$ cat src/rtl/uart_rx_if.sv
// Register-read side of the UART receiver: one-cycle read strobe plus the held byte and status.
// The slave modport is the receiver; the master modport is the load/store unit.
interface uart_rx_if;
    logic       rd_en_i;
    logic [7:0] data_o;
    logic       byte_valid_o;
    logic       frame_err_o;
    logic       overrun_o;
    logic       busy_o;

    modport master (
        output rd_en_i,
        input  data_o, byte_valid_o, frame_err_o, overrun_o, busy_o
    );

    modport slave (
        input  rd_en_i,
        output data_o, byte_valid_o, frame_err_o, overrun_o, busy_o
    );
endinterface

$ cat src/rtl/uart_rx.sv
// 8N1 UART receiver with a one-entry holding register; byte_valid rises ~2+HALF+9*CLKS_PER_BIT clk after the start edge.
// No backpressure on the line: a byte that completes while the holder is full and unread is dropped and flagged as overrun.
module uart_rx #(
    parameter int CLKS_PER_BIT = 87
) (
    input  logic       clk,
    input  logic       reset,
    input  logic       rx_i,
    uart_rx_if.slave   bus
);
    localparam int HALF = CLKS_PER_BIT / 2;
    localparam int CW   = $clog2(CLKS_PER_BIT);
    localparam logic [CW-1:0] HALF_LAST = CW'(HALF - 1);
    localparam logic [CW-1:0] BIT_LAST  = CW'(CLKS_PER_BIT - 1);

    typedef enum logic [1:0] {IDLE, START, DATA, STOP} state_t;

    state_t        state;
    logic [CW-1:0] cnt;
    logic [2:0]    idx;
    logic [7:0]    shift;
    logic          rx_meta;
    logic          rx_s;
    logic [7:0]    data_q;
    logic          valid_q;
    logic          frame_err_q;
    logic          overrun_q;
    logic          busy_q;

    always_ff @(posedge clk or negedge reset) begin
        if (!reset) begin
            state       <= IDLE;
            cnt         <= '0;
            idx         <= '0;
            shift       <= '0;
            rx_meta     <= 1'b1;
            rx_s        <= 1'b1;
            data_q      <= '0;
            valid_q     <= 1'b0;
            frame_err_q <= 1'b0;
            overrun_q   <= 1'b0;
            busy_q      <= 1'b0;
        end else begin
            rx_meta <= rx_i;
            rx_s    <= rx_meta;

            // Read clears first; any flag set later in this block wins over the clear.
            if (bus.rd_en_i) begin
                valid_q     <= 1'b0;
                frame_err_q <= 1'b0;
                overrun_q   <= 1'b0;
            end

            case (state)
                IDLE: begin
                    if (!rx_s) begin
                        state  <= START;
                        cnt    <= '0;
                        busy_q <= 1'b1;
                    end
                end
                START: begin
                    if (cnt == HALF_LAST) begin
                        cnt <= '0;
                        if (!rx_s) begin
                            state <= DATA;
                            idx   <= '0;
                        end else begin
                            state  <= IDLE;
                            busy_q <= 1'b0;
                        end
                    end else begin
                        cnt <= cnt + CW'(1);
                    end
                end
                DATA: begin
                    if (cnt == BIT_LAST) begin
                        cnt   <= '0;
                        shift <= {rx_s, shift[7:1]};
                        if (idx == 3'd7) state <= STOP;
                        else             idx   <= idx + 3'd1;
                    end else begin
                        cnt <= cnt + CW'(1);
                    end
                end
                STOP: begin
                    // Leave at mid-stop so an immediately following start bit is not missed.
                    if (cnt == BIT_LAST) begin
                        cnt    <= '0;
                        state  <= IDLE;
                        busy_q <= 1'b0;
                        if (rx_s) begin
                            if (!valid_q || bus.rd_en_i) begin
                                data_q  <= shift;
                                valid_q <= 1'b1;
                            end else begin
                                overrun_q <= 1'b1;
                            end
                        end else begin
                            frame_err_q <= 1'b1;
                        end
                    end else begin
                        cnt <= cnt + CW'(1);
                    end
                end
                default: begin
                    state  <= IDLE;
                    busy_q <= 1'b0;
                end
            endcase
        end
    end

    assign bus.data_o       = data_q;
    assign bus.byte_valid_o = valid_q;
    assign bus.frame_err_o  = frame_err_q;
    assign bus.overrun_o    = overrun_q;
    assign bus.busy_o       = busy_q;
endmodule
$ cat src/flat_wrapper.sv
// flat-port wrapper written by rule: the top's interface ports become plain ports
module uart_rx_flat 
#(
    parameter int CLKS_PER_BIT = 87
)
  (clk, reset, rx_i, bus_rd_en_i, bus_data_o, bus_byte_valid_o, bus_frame_err_o, bus_overrun_o, bus_busy_o);
  uart_rx_if bus_i ();
  input  logic clk;
  input  logic reset;
  input  logic rx_i;
  input wire logic [$bits(bus_i.rd_en_i)-1:0] bus_rd_en_i;
  output wire logic [$bits(bus_i.data_o)-1:0] bus_data_o;
  output wire logic [$bits(bus_i.byte_valid_o)-1:0] bus_byte_valid_o;
  output wire logic [$bits(bus_i.frame_err_o)-1:0] bus_frame_err_o;
  output wire logic [$bits(bus_i.overrun_o)-1:0] bus_overrun_o;
  output wire logic [$bits(bus_i.busy_o)-1:0] bus_busy_o;
  assign bus_i.rd_en_i = bus_rd_en_i;
  assign bus_data_o = bus_i.data_o;
  assign bus_byte_valid_o = bus_i.byte_valid_o;
  assign bus_frame_err_o = bus_i.frame_err_o;
  assign bus_overrun_o = bus_i.overrun_o;
  assign bus_busy_o = bus_i.busy_o;
  uart_rx #(.CLKS_PER_BIT(CLKS_PER_BIT)) u_core (.clk(clk), .reset(reset), .rx_i(rx_i), .bus(bus_i));
endmodule
$ cat config.mk
export PLATFORM = sky130hd
export DESIGN_NAME = uart_rx_flat
export DESIGN_NICKNAME = d
export VERILOG_FILES = /design/src/rtl/uart_rx_if.sv /design/src/rtl/uart_rx.sv /design/src/flat_wrapper.sv
export SDC_FILE = /design/constraint.sdc
export NUM_CORES = 1
export LEC_CHECK = 0
export ABC_AREA = 1
export ABC_CLOCK_PERIOD_IN_PS = 2650
export CELL_PAD_IN_SITES_DETAIL_PLACEMENT = 0
export CELL_PAD_IN_SITES_GLOBAL_PLACEMENT = 2
export CORE_ASPECT_RATIO = 1.2
export CORE_MARGIN = 2
export CORE_UTILIZATION = 37
export CTS_CLUSTER_DIAMETER = 80
export DETAILED_ROUTE_END_ITERATION = 6
export PLACE_DENSITY = 0.8
export RECOVER_POWER = 25
export SYNTH_ARGS = -nofsm -noshare
export SYNTH_HDL_FRONTEND = slang
export SYNTH_SLANG_ARGS = --single-unit
$ cat constraint.sdc
create_clock -name clk -period 2.65 [get_ports clk]
set_input_delay 0.53 -clock clk [delete_from_list [all_inputs] [get_ports clk]]
set_output_delay 0.53 -clock clk [all_outputs]
set_load 0.02 [all_outputs]
==> impl_metrics.csv, run 1 <==
group,metric,value,unit
drt,ant_nets,0,
sta,fin_ws,0.851,ns
critical_path,critPathBufInv,1,
min_path,min_path_type,"reg -> reg",
critical_path,slowest_stage,"clkdlybuf4s50_1",
run,cap_violations,0,
placement,io_buffer_count,15,
layout,drive_gt1_share,12.0,%
sta,timing.final.crit_share,67.9,%
layout,post-route-cell-area,1970,sq um
placement,place_area,1890,sq um
clock_tree,cts.path.max_buffers,2,
clock_tree,cts.sinks,34,
sta,fin_skew,0.00621,ns
clock_tree,cts_tree,"done",
logic_synthesis,ys_seq_area_share,50.8,%
power_and_ir_drop,combPwrFrac,28.1,%
logic_synthesis,yosys_register_bits,34,
power_and_ir_drop,pwr-share-clk,27.1,%
critical_path,cpLargestDelayFamily,"buffers and inverters",
power_and_ir_drop,vdd_drop_max,0.304,mV
drt,drt_iter0_markers,49,
placement,place_congestion,0.797,
logic_synthesis,ys_types,26,
floorplanning,dieArea,5100,sq um
critical_path,worstSetupPathType,"reg -> out",
power_and_ir_drop,p_per_area,678,nW/um^2
layout,nFillCells,454,
placement,post-place-ws,0.856,ns
floorplanning,start_util,38.8,%
power_and_ir_drop,swShare,34.7,%
logic_synthesis,synth_cells,194,
critical_path,critPathMaxStageDelay,0.61,ns
critical_path,cp_max_fo,3,
clock_tree,worstSkewPairLatency,0.28,ns
sta,relSlewSlack,71.0,%
clock_tree,hold_buffers,0,
sta,fmax,0.556,GHz
layout,nNetsFinal,228,
drt,num_vias,1245,
drt,routed_wl,2990,um
layout,area_growth,17.5,%
grt,grt_max_degree,35,
floorplanning,io_pins,16,
grt,grt_pass1_wl,5420,um
power_and_ir_drop,p_leak,0.000987,uW
sta,rsz0062_at_grt,"false",
power_and_ir_drop,p_int,874,uW
clock_tree,cts.repair.resized,0,
clock_tree,clk_pin_slew,0.06,ns
floorplanning,row_count,26,
power_and_ir_drop,power.total,1340,uW
critical_path,worstPathArrival,1.27,ns
power_and_ir_drop,p_switching,464,uW
grt,gr-total-overflow,0,
clock_tree,post-cts-setup-buffers,0,
drt,drc,0,
logic_synthesis,synth_nets,207,
critical_path,crit_required,2.12,ns
critical_path,crit_path_cell_trace,"clkdlybuf4s50_1",
layout,antenna_cells,0,
outcome,run_status,"finished clean",
floorplanning,die_x,65.5,um
sta,final-max-slew-violation-count,0,
floorplanning,core_area,4330,sq um
power_and_ir_drop,p_seq_share,44.9,%
grt,grt_usage,13.8,%
sta,setup_tns,0,ns
sta,layout_min_cycle_time,1.80,ns
logic_synthesis,synth_top_flop_cell,"dfrtp_1",
logic_synthesis,ys_warn_count,0,
drt,dr.pass1.iters,4,
layout,seqCellArea,853,sq um
logic_synthesis,async_reset_ff_share,100,%
grt,grt_pass1_vias,1239,
critical_path,end_kind,"output port",
clock_tree,cts_made_buffers,5,
clock_tree,clockRootBuffer,"clkbuf_8",
logic_synthesis,avgSynthCellArea,8.66,sq um
logic_synthesis,synth-edff-count,0,
grt,antenna_found_initial,0,
logic_synthesis,synthesis.area,1680,sq um
clock_tree,cts-htree-levels,2,
drt,detail_route.wl_per_cell,11.0,um
critical_path,crit_path_start_kind,"flip-flop",
layout,multi_input_area,721,sq um
sta,finalHoldViolCount,0,
sta,setup_viol,0,
drt,viasPerCell,4.58,
placement,hpwl,2260,um
sta,worst_pin_slew,0.433,ns
floorplanning,die_h,77.8,um
==> final timing paths <==
kind / to / slack (ns) / depth (start not counted) / start
worst max-delay path: bus_byte_valid_o / 0.85 / 1 / u_core.bus.byte_valid_o
worst min-delay path: u_core.rx_s / 0.36 / 0 / u_core.rx_meta
worst max register to register: u_core.bus.data_o[3] / 0.87 / 9 / u_core.cnt[0]
worst min register to register: u_core.rx_s / 0.36 / 0 / u_core.rx_meta
max in group asynchronous: u_core.rx_meta / 1.60 / 2 / reset
min in group asynchronous: u_core.bus.data_o[1] / 0.71 / 2 / reset
==> kinds of logic (layout without fill, tap and decap cells) <==
logic type                 count (synthesis)  in the layout  synth area share, %
xor gates and xnor gates                   3              3                 1.56
adders and majority gates                  9              9                 6.70
AOI/OAI and AO/OA                         18             18                 5.96
DFF                                       34             34                 50.8
and+or+nand+nor                          104            104                 28.7
buffers and inverters                     26             48                 6.33
==> Yosys cell counts, types with 3 or more instances <==
library cell,n,area (sq um)
a21oi_1,3,15.0
dfrtp_1,32,801
ha_1,9,113
inv_1,21,78.8
inv_2,3,11.3
nand2_1,55,206
nand2_2,4,25.0
nand3_1,18,90.1
nor2_1,14,52.6
nor2_2,3,18.8
o21ai_0,7,35.0
o21ai_1,5,25.0
xor2_1,3,26.3
==> metal layers <==
layer	routed length [um]	vias to the layer above	GRT usage, %
met5	0	-	0
met4	59	0	5.63
met3	99	6	4.35
met2	1410	18	22.8
met1	1420	565	16.5
li1	-	656	-
==> sequential cells by signal, summed over array words and instances, names as in the netlist, named ones only <==
register,flops
u_core.idx,3
u_core.bus.busy_o,1
u_core.bus.overrun_o,1
u_core.rx_meta,1
u_core.bus.data_o,8
u_core.bus.frame_err_o,1
u_core.shift,8
u_core.bus.byte_valid_o,1
u_core.cnt,7
u_core.state,1
u_core.rx_s,1
==> power by group through the flow <==
stage | Sequential (uW) | Combinational, uW | Clock [uW]
after floorplan | 609 | 269 | 0
after global placement | 607 | 381 | 0
after detailed placement | 608 | 383 | 0
after CTS | 599 | 385 | 382
after global routing | 606 | 437 | 403
final | 600 | 375 | 362
==> worst register-to-register path, cell delays in order (launching register included) <==
cell     delay, ns
dfrtp_1       0.40
inv_1         0.12
ha_1          0.18
nand2_1       0.06
inv_2         0.09
nand3_4       0.12
nor3_4        0.37
nand2_2       0.19
nand2_1       0.11
nand2_1       0.05
==> cells in the final DEF, fill, tap and decap left out, drive strengths merged <==
cell	Yosys	routed
nand2	59	59
dfrtp	32	32
inv	24	24
nand3	19	19
nor2	17	17
clkdlybuf4s50	0	13
o21ai	12	12
ha	9	9
clkbuf	0	6
a21oi	5	5
xor2	3	3
nand4	3	3
nor3	3	3
clkinv	0	2
dlygate4sd3	0	2
dfstp	2	2
o31ai	1	1
and3	1	1
nand3b	1	1
or2	1	1
buf	2	1
==> per-stage QoR <==
stage	cells	hold slack, ns	util [%]
floorplan	194	0.234	-
global placement	264	0.346	43.7
detailed placement	264	0.347	43.7
CTS	272	0.361	45.6
global route	272	0.366	45.6
finish	272	0.358	45.6
==> area by class of cell <==
cell class	count	share of cell area, %
Multi-Input combinational cell	134	36.5
Inverter	24	4.56
Tap cell	56	3.55
Clock buffer	6	3.68
Sequential cell	34	43.2
Clock inverter	2	0.507
Timing Repair Buffer	16	7.98
Note: power is estimated with default switching activity, not from simulation.
==> run 2, diff against run 1 <==
--- a/config.mk
+++ b/config.mk
@@ -6,15 +6,15 @@
 export NUM_CORES = 1
 export LEC_CHECK = 0
 export ABC_AREA = 1
-export ABC_CLOCK_PERIOD_IN_PS = 2650
+export ABC_CLOCK_PERIOD_IN_PS = 1500
 export CELL_PAD_IN_SITES_DETAIL_PLACEMENT = 0
 export CELL_PAD_IN_SITES_GLOBAL_PLACEMENT = 2
 export CORE_ASPECT_RATIO = 1.2
 export CORE_MARGIN = 2
-export CORE_UTILIZATION = 37
+export CORE_UTILIZATION = 31
 export CTS_CLUSTER_DIAMETER = 80
 export DETAILED_ROUTE_END_ITERATION = 6
-export PLACE_DENSITY = 0.8
+export PLACE_DENSITY = 0.71
 export RECOVER_POWER = 25
 export SYNTH_ARGS = -nofsm -noshare
 export SYNTH_HDL_FRONTEND = slang
==> constraint.sdc (replaced) <==
create_clock -name clk -period 1.5 [get_ports clk]
set_input_delay 0.3 -clock clk [delete_from_list [all_inputs] [get_ports clk]]
set_output_delay 0.3 -clock clk [all_outputs]
set_load 0.02 [all_outputs]
==> impl_metrics.csv, run 2 (synthesis gave the netlist of run 1 again) <==
group,metric,value,unit
sta,setup_tns,0,ns
clock_tree,cts-htree-levels,2,
drt,drt_iter0_markers,49,
sta,fmax,0.669,GHz
grt,gr-total-overflow,0,
layout,antenna_cells,0,
layout,stdcell_count,303,
sta,timing.final.crit_share,99.7,%
drt,drc,0,
power_and_ir_drop,p_per_area,1350,nW/um^2
layout,final_cell_mix,"nand2_1 (52), dfrtp_1 (31), buf_4 (22)",
sta,finalHoldViolCount,0,
critical_path,worstSetupPathType,"reg -> reg",
drt,detail_route.wl_per_cell,11.6,um
critical_path,cpLargestDelayFamily,"simple AND/OR/NAND/NOR gates",
clock_tree,worstSkewPairLatency,0.28,ns
drt,routed_wl,3500,um
floorplanning,core_area,5260,sq um
power_and_ir_drop,p_int,2100,uW
sta,layout_min_cycle_time,1.50,ns
layout,layout_commonest_cell,"nand2_1",
grt,grt_pass1_wl,6070,um
critical_path,critPathBufInv,2,
drt,ant_nets,0,
critical_path,end_kind,"flip-flop",
grt,grt_pass1_vias,1440,
critical_path,critPathMaxStageDelay,0.39,ns
grt,grt_usage,12.6,%
power_and_ir_drop,combPwrFrac,37.8,%
placement,dp_cells,292,
floorplanning,die_x,71.2,um
outcome,run_status,"finished clean",
floorplanning,row_count,29,
critical_path,crit_path_cell_trace,"inv_2 -> ha_4 -> nand2_2 -> inv_2 -> nand3_4 -> nor3_4 -> nand2_2 -> nand2_1 -> nand2_1",
layout,drive_gt1_share,27.0,%
layout,post-route-cell-area,2290,sq um
sta,fin_skew,0.00746,ns
power_and_ir_drop,vdd_drop_max,0.643,mV
drt,num_vias,1383,
power_and_ir_drop,swShare,32.0,%
floorplanning,io_pins,16,
placement,hpwl,2630,um
clock_tree,clockRootBuffer,"clkbuf_8",
floorplanning,dieArea,6030,sq um
critical_path,worstPathArrival,1.67,ns
sta,worst_pin_slew,0.860,ns
floorplanning,start_util,31.9,%
clock_tree,cts_tree,"done",
grt,grt_max_degree,35,
sta,relSlewSlack,42.6,%
placement,io_buffer_count,15,
drt,dr.pass1.iters,4,
clock_tree,cts.sinks,34,
drt,viasPerCell,4.56,
critical_path,crit_path_start_kind,"flip-flop",
power_and_ir_drop,p_switching,989,uW
power_and_ir_drop,p_seq_share,34.2,%
grt,antenna_found_initial,0,
placement,place_congestion,0.830,
layout,nNetsFinal,253,
power_and_ir_drop,power.total,3090,uW
clock_tree,clk_pin_slew,0.07,ns
power_and_ir_drop,pwr-share-clk,28.0,%
sta,final-max-slew-violation-count,0,
clock_tree,cts.path.max_buffers,2,
critical_path,slowest_stage,"dfrtp_1",
placement,place_area,2090,sq um
sta,setup_viol,0,
floorplanning,die_h,84.7,um
layout,area_growth,36.1,%
sta,rsz0062_at_grt,"true",
critical_path,cp_max_fo,8,
power_and_ir_drop,p_leak,0.00118,uW
clock_tree,hold_buffers,0,
critical_path,crit_required,1.67,ns
run,cap_violations,0,
min_path,min_path_type,"reg -> reg",
clock_tree,cts_made_buffers,5,
## run 2: area by class of cell
cell class              instances  area [sq um]
clock buffers                   7          86.3
clock inverters                 1          30.0
fillers                       523          2970
inverters                      24          90.1
multi-input cells             134           801
flip-flops and latches         34           855
well taps                      62          77.6
repair buffers                 41           348
## run 2: path summary, 6_finish.rpt
path                       cells after the start  slack [ns]                          to      startpoint
max                                            9       0.004        u_core.bus.data_o[0]   u_core.cnt[0]
min                                            0        0.36                 u_core.rx_s  u_core.rx_meta
max reg2reg                                    9       0.004        u_core.bus.data_o[0]   u_core.cnt[0]
min reg2reg                                    0        0.36                 u_core.rx_s  u_core.rx_meta
max in group asynchronous                      2        0.26  asynchronous set/reset pin           reset
min in group asynchronous                      2        0.65        u_core.bus.data_o[2]           reset
## run 2: what timing repair did
action / in CTS / in global routing
endpoints found under the hold margin: 0 / 0
pin swaps: 1 / 5
setup endpoints to repair: 22 / 23
setup buffers: 2 / 1
gates resized for setup: 18 / 21
## run 2: through the flow
stage                     setup WS, ns  utilization (%)  hold WS (ns)
final                          0.00413             43.5         0.359
after CTS                     -0.00163             42.3         0.362
after global placement         -0.0275             39.7         0.348
after global routing            -0.116             43.5         0.367
after detailed placement       -0.0531             39.7         0.350
after floorplan                 0.0586                -       0.00441
## run 2: metal layers
| layer | wire length [um] | GRT usage (%) | vias up |
|---|---|---|---|
| met2 | 1880 | 22.4 | 28 |
| met4 | 55 | 4.80 | 0 |
| met1 | 1420 | 14.2 | 644 |
| met5 | 0 | 0 | - |
| li1 | - | - | 705 |
| met3 | 157 | 3.48 | 6 |
## run 2: power groups by stage
stage / clock network (uW) / logic, uW / registers, uW
after CTS: 895 / 1020 / 1040
after detailed placement: 0 / 950 / 1060
after floorplan: 0 / 476 / 1080
after global placement: 0 / 943 / 1060
after global routing: 949 / 1320 / 1070
final: 865 / 1170 / 1050
==> run 3, diff against run 2 <==
--- a/config.mk
+++ b/config.mk
@@ -14,6 +14,7 @@
 export CORE_UTILIZATION = 31
 export CTS_CLUSTER_DIAMETER = 80
 export DETAILED_ROUTE_END_ITERATION = 6
+export MAX_ROUTING_LAYER = met4
 export PLACE_DENSITY = 0.71
 export RECOVER_POWER = 25
 export SYNTH_ARGS = -nofsm -noshare
==> impl_metrics.csv, run 3 (synthesis gave the netlist of run 1 again) <==
group,metric,value,unit
drt,routed_wl,3510,um
power_and_ir_drop,combPwrFrac,37.9,%
floorplanning,start_util,31.9,%
min_path,min_path_type,"reg -> reg",
critical_path,crit_path_start_kind,"flip-flop",
placement,place_congestion,0.843,
drt,detail_route.wl_per_cell,11.6,um
clock_tree,cts_tree,"done",
critical_path,crit_path_cell_trace,"inv_2 -> ha_4 -> nand2_2 -> inv_2 -> nand3_4 -> nor3_4 -> nand2_2 -> nand2_1 -> nand2_1",
power_and_ir_drop,vdd_drop_max,0.643,mV
drt,num_vias,1376,
layout,layout_commonest_cell,"nand2_1",
layout,nFillCells,523,
run,cap_violations,0,
layout,nNetsFinal,253,
clock_tree,clk_pin_slew,0.07,ns
critical_path,worstSetupPathType,"reg -> reg",
critical_path,critPathMaxStageDelay,0.39,ns
floorplanning,row_count,29,
outcome,run_status,"finished clean",
drt,viasPerCell,4.54,
power_and_ir_drop,p_switching,990,uW
critical_path,crit_required,1.67,ns
sta,setup_tns,0,ns
grt,gr-total-overflow,0,
sta,timing.final.crit_share,99.8,%
drt,drt_iter0_markers,55,
drt,ant_nets,0,
clock_tree,cts_made_buffers,5,
drt,dr.pass1.iters,4,
sta,relSlewSlack,42.7,%
clock_tree,hold_buffers,0,
sta,fmax,0.668,GHz
grt,grt_usage,13.0,%
layout,finish.utilization,43.5,%
clock_tree,cts.sinks,34,
placement,hpwl,2630,um
sta,setup_viol,0,
power_and_ir_drop,pwr-share-clk,28.0,%
grt,grt_pass1_wl,6070,um
floorplanning,io_pins,16,
power_and_ir_drop,p_int,2100,uW
placement,io_buffer_count,15,
grt,antenna_found_initial,0,
critical_path,cp_max_fo,8,
floorplanning,dieArea,6030,sq um
layout,drive_gt1_share,27.0,%
power_and_ir_drop,power.total,3090,uW
sta,worst_pin_slew,0.860,ns
floorplanning,core_area,5260,sq um
power_and_ir_drop,p_seq_share,34.1,%
layout,area_growth,36.1,%
clock_tree,cts.path.max_buffers,2,
sta,holdWs,0.359,ns
floorplanning,die_x,71.2,um
sta,finalHoldViolCount,0,
clock_tree,worstSkewPairLatency,0.28,ns
critical_path,worstPathArrival,1.67,ns
sta,final-max-slew-violation-count,0,
placement,place_area,2090,sq um
power_and_ir_drop,swShare,32.0,%
grt,grt_pass1_vias,1440,
layout,final_cell_mix,"nand2_1 (52), dfrtp_1 (31), buf_4 (22)",
power_and_ir_drop,p_per_area,1350,nW/um^2
layout,post-route-cell-area,2290,sq um
power_and_ir_drop,p_leak,0.00118,uW
floorplanning,die_h,84.7,um
clock_tree,cts-htree-levels,2,
drt,drc,0,
sta,fin_skew,0.00749,ns
critical_path,end_kind,"flip-flop",
critical_path,slowest_stage,"dfrtp_1",
grt,grt_max_degree,35,
clock_tree,clockRootBuffer,"clkbuf_8",
sta,layout_min_cycle_time,1.50,ns
sta,rsz0062_at_grt,"true",
layout,antenna_cells,0,
## run 3: cell counts in the layout (fill, tap and decap cells not counted)
No cell type changed its count.
## run 3: critical path, delay by kind of cell, from the launching register on
kind,cells,cell delay (ns)
flip-flops,1,0.39
AND/OR/NAND/NOR,6,0.69
buffers and inverters,2,0.17
adder cells (fa/ha/maj),1,0.14
## run 3: final timing paths
| kind | startpoint | endpoint | slack [ns] | cells after the start |
|---|---|---|---|---|
| max | u_core.cnt[0] | u_core.bus.data_o[0] | 0.004 | 9 |
| min | u_core.rx_meta | u_core.rx_s | 0.36 | 0 |
| max reg2reg | u_core.cnt[0] | u_core.bus.data_o[0] | 0.004 | 9 |
| min reg2reg | u_core.rx_meta | u_core.rx_s | 0.36 | 0 |
| max in group asynchronous | reset | asynchronous set/reset pin | 0.26 | 2 |
| min in group asynchronous | reset | u_core.bus.data_o[2] | 0.65 | 2 |
## run 3: power groups by stage
stage	logic, uW	registers [uW]	clock network (uW)
after floorplan	476	1080	0
after global placement	943	1060	0
after detailed placement	950	1060	0
after CTS	1020	1040	895
after global routing	1320	1070	949
final	1170	1050	866
## run 3: routing by layer
layer / wire length (um) / part of all wire, % / global-route usage [%] / up-vias
met4: 55 / 1.6 / 4.80 / 0
li1: - / - / - / 706
met5: 0 / 0 / - / -
met1: 1450 / 41 / 14.2 / 641
met2: 1880 / 54 / 22.4 / 23
met3: 130 / 3.7 / 3.48 / 6
## run 3: area by class of cell
cell class	count	area, sq um	area share [%]
well taps	62	77.6	3.39
multi-input cells	134	801	35.0
inverters	24	90.1	3.94
flip-flops and latches	34	855	37.4
clock buffers	7	86.3	3.77
clock inverters	1	30.0	1.31
repair buffers	41	348	15.2
## run 3: what timing repair did
item                                    in CTS  in global routing
endpoints found under the setup margin      22                 23
gates resized for setup                     18                 21
pin swaps                                    1                  5
gates cloned                                 0                  0
setup buffers                                2                  1
## run 3: per-stage QoR
stage	setup slack, ns	cells
floorplan	0.0586	194
global route	-0.116	303
CTS	-0.00163	302
global placement	-0.0275	292
detailed placement	-0.0531	292
finish	0.00359	303
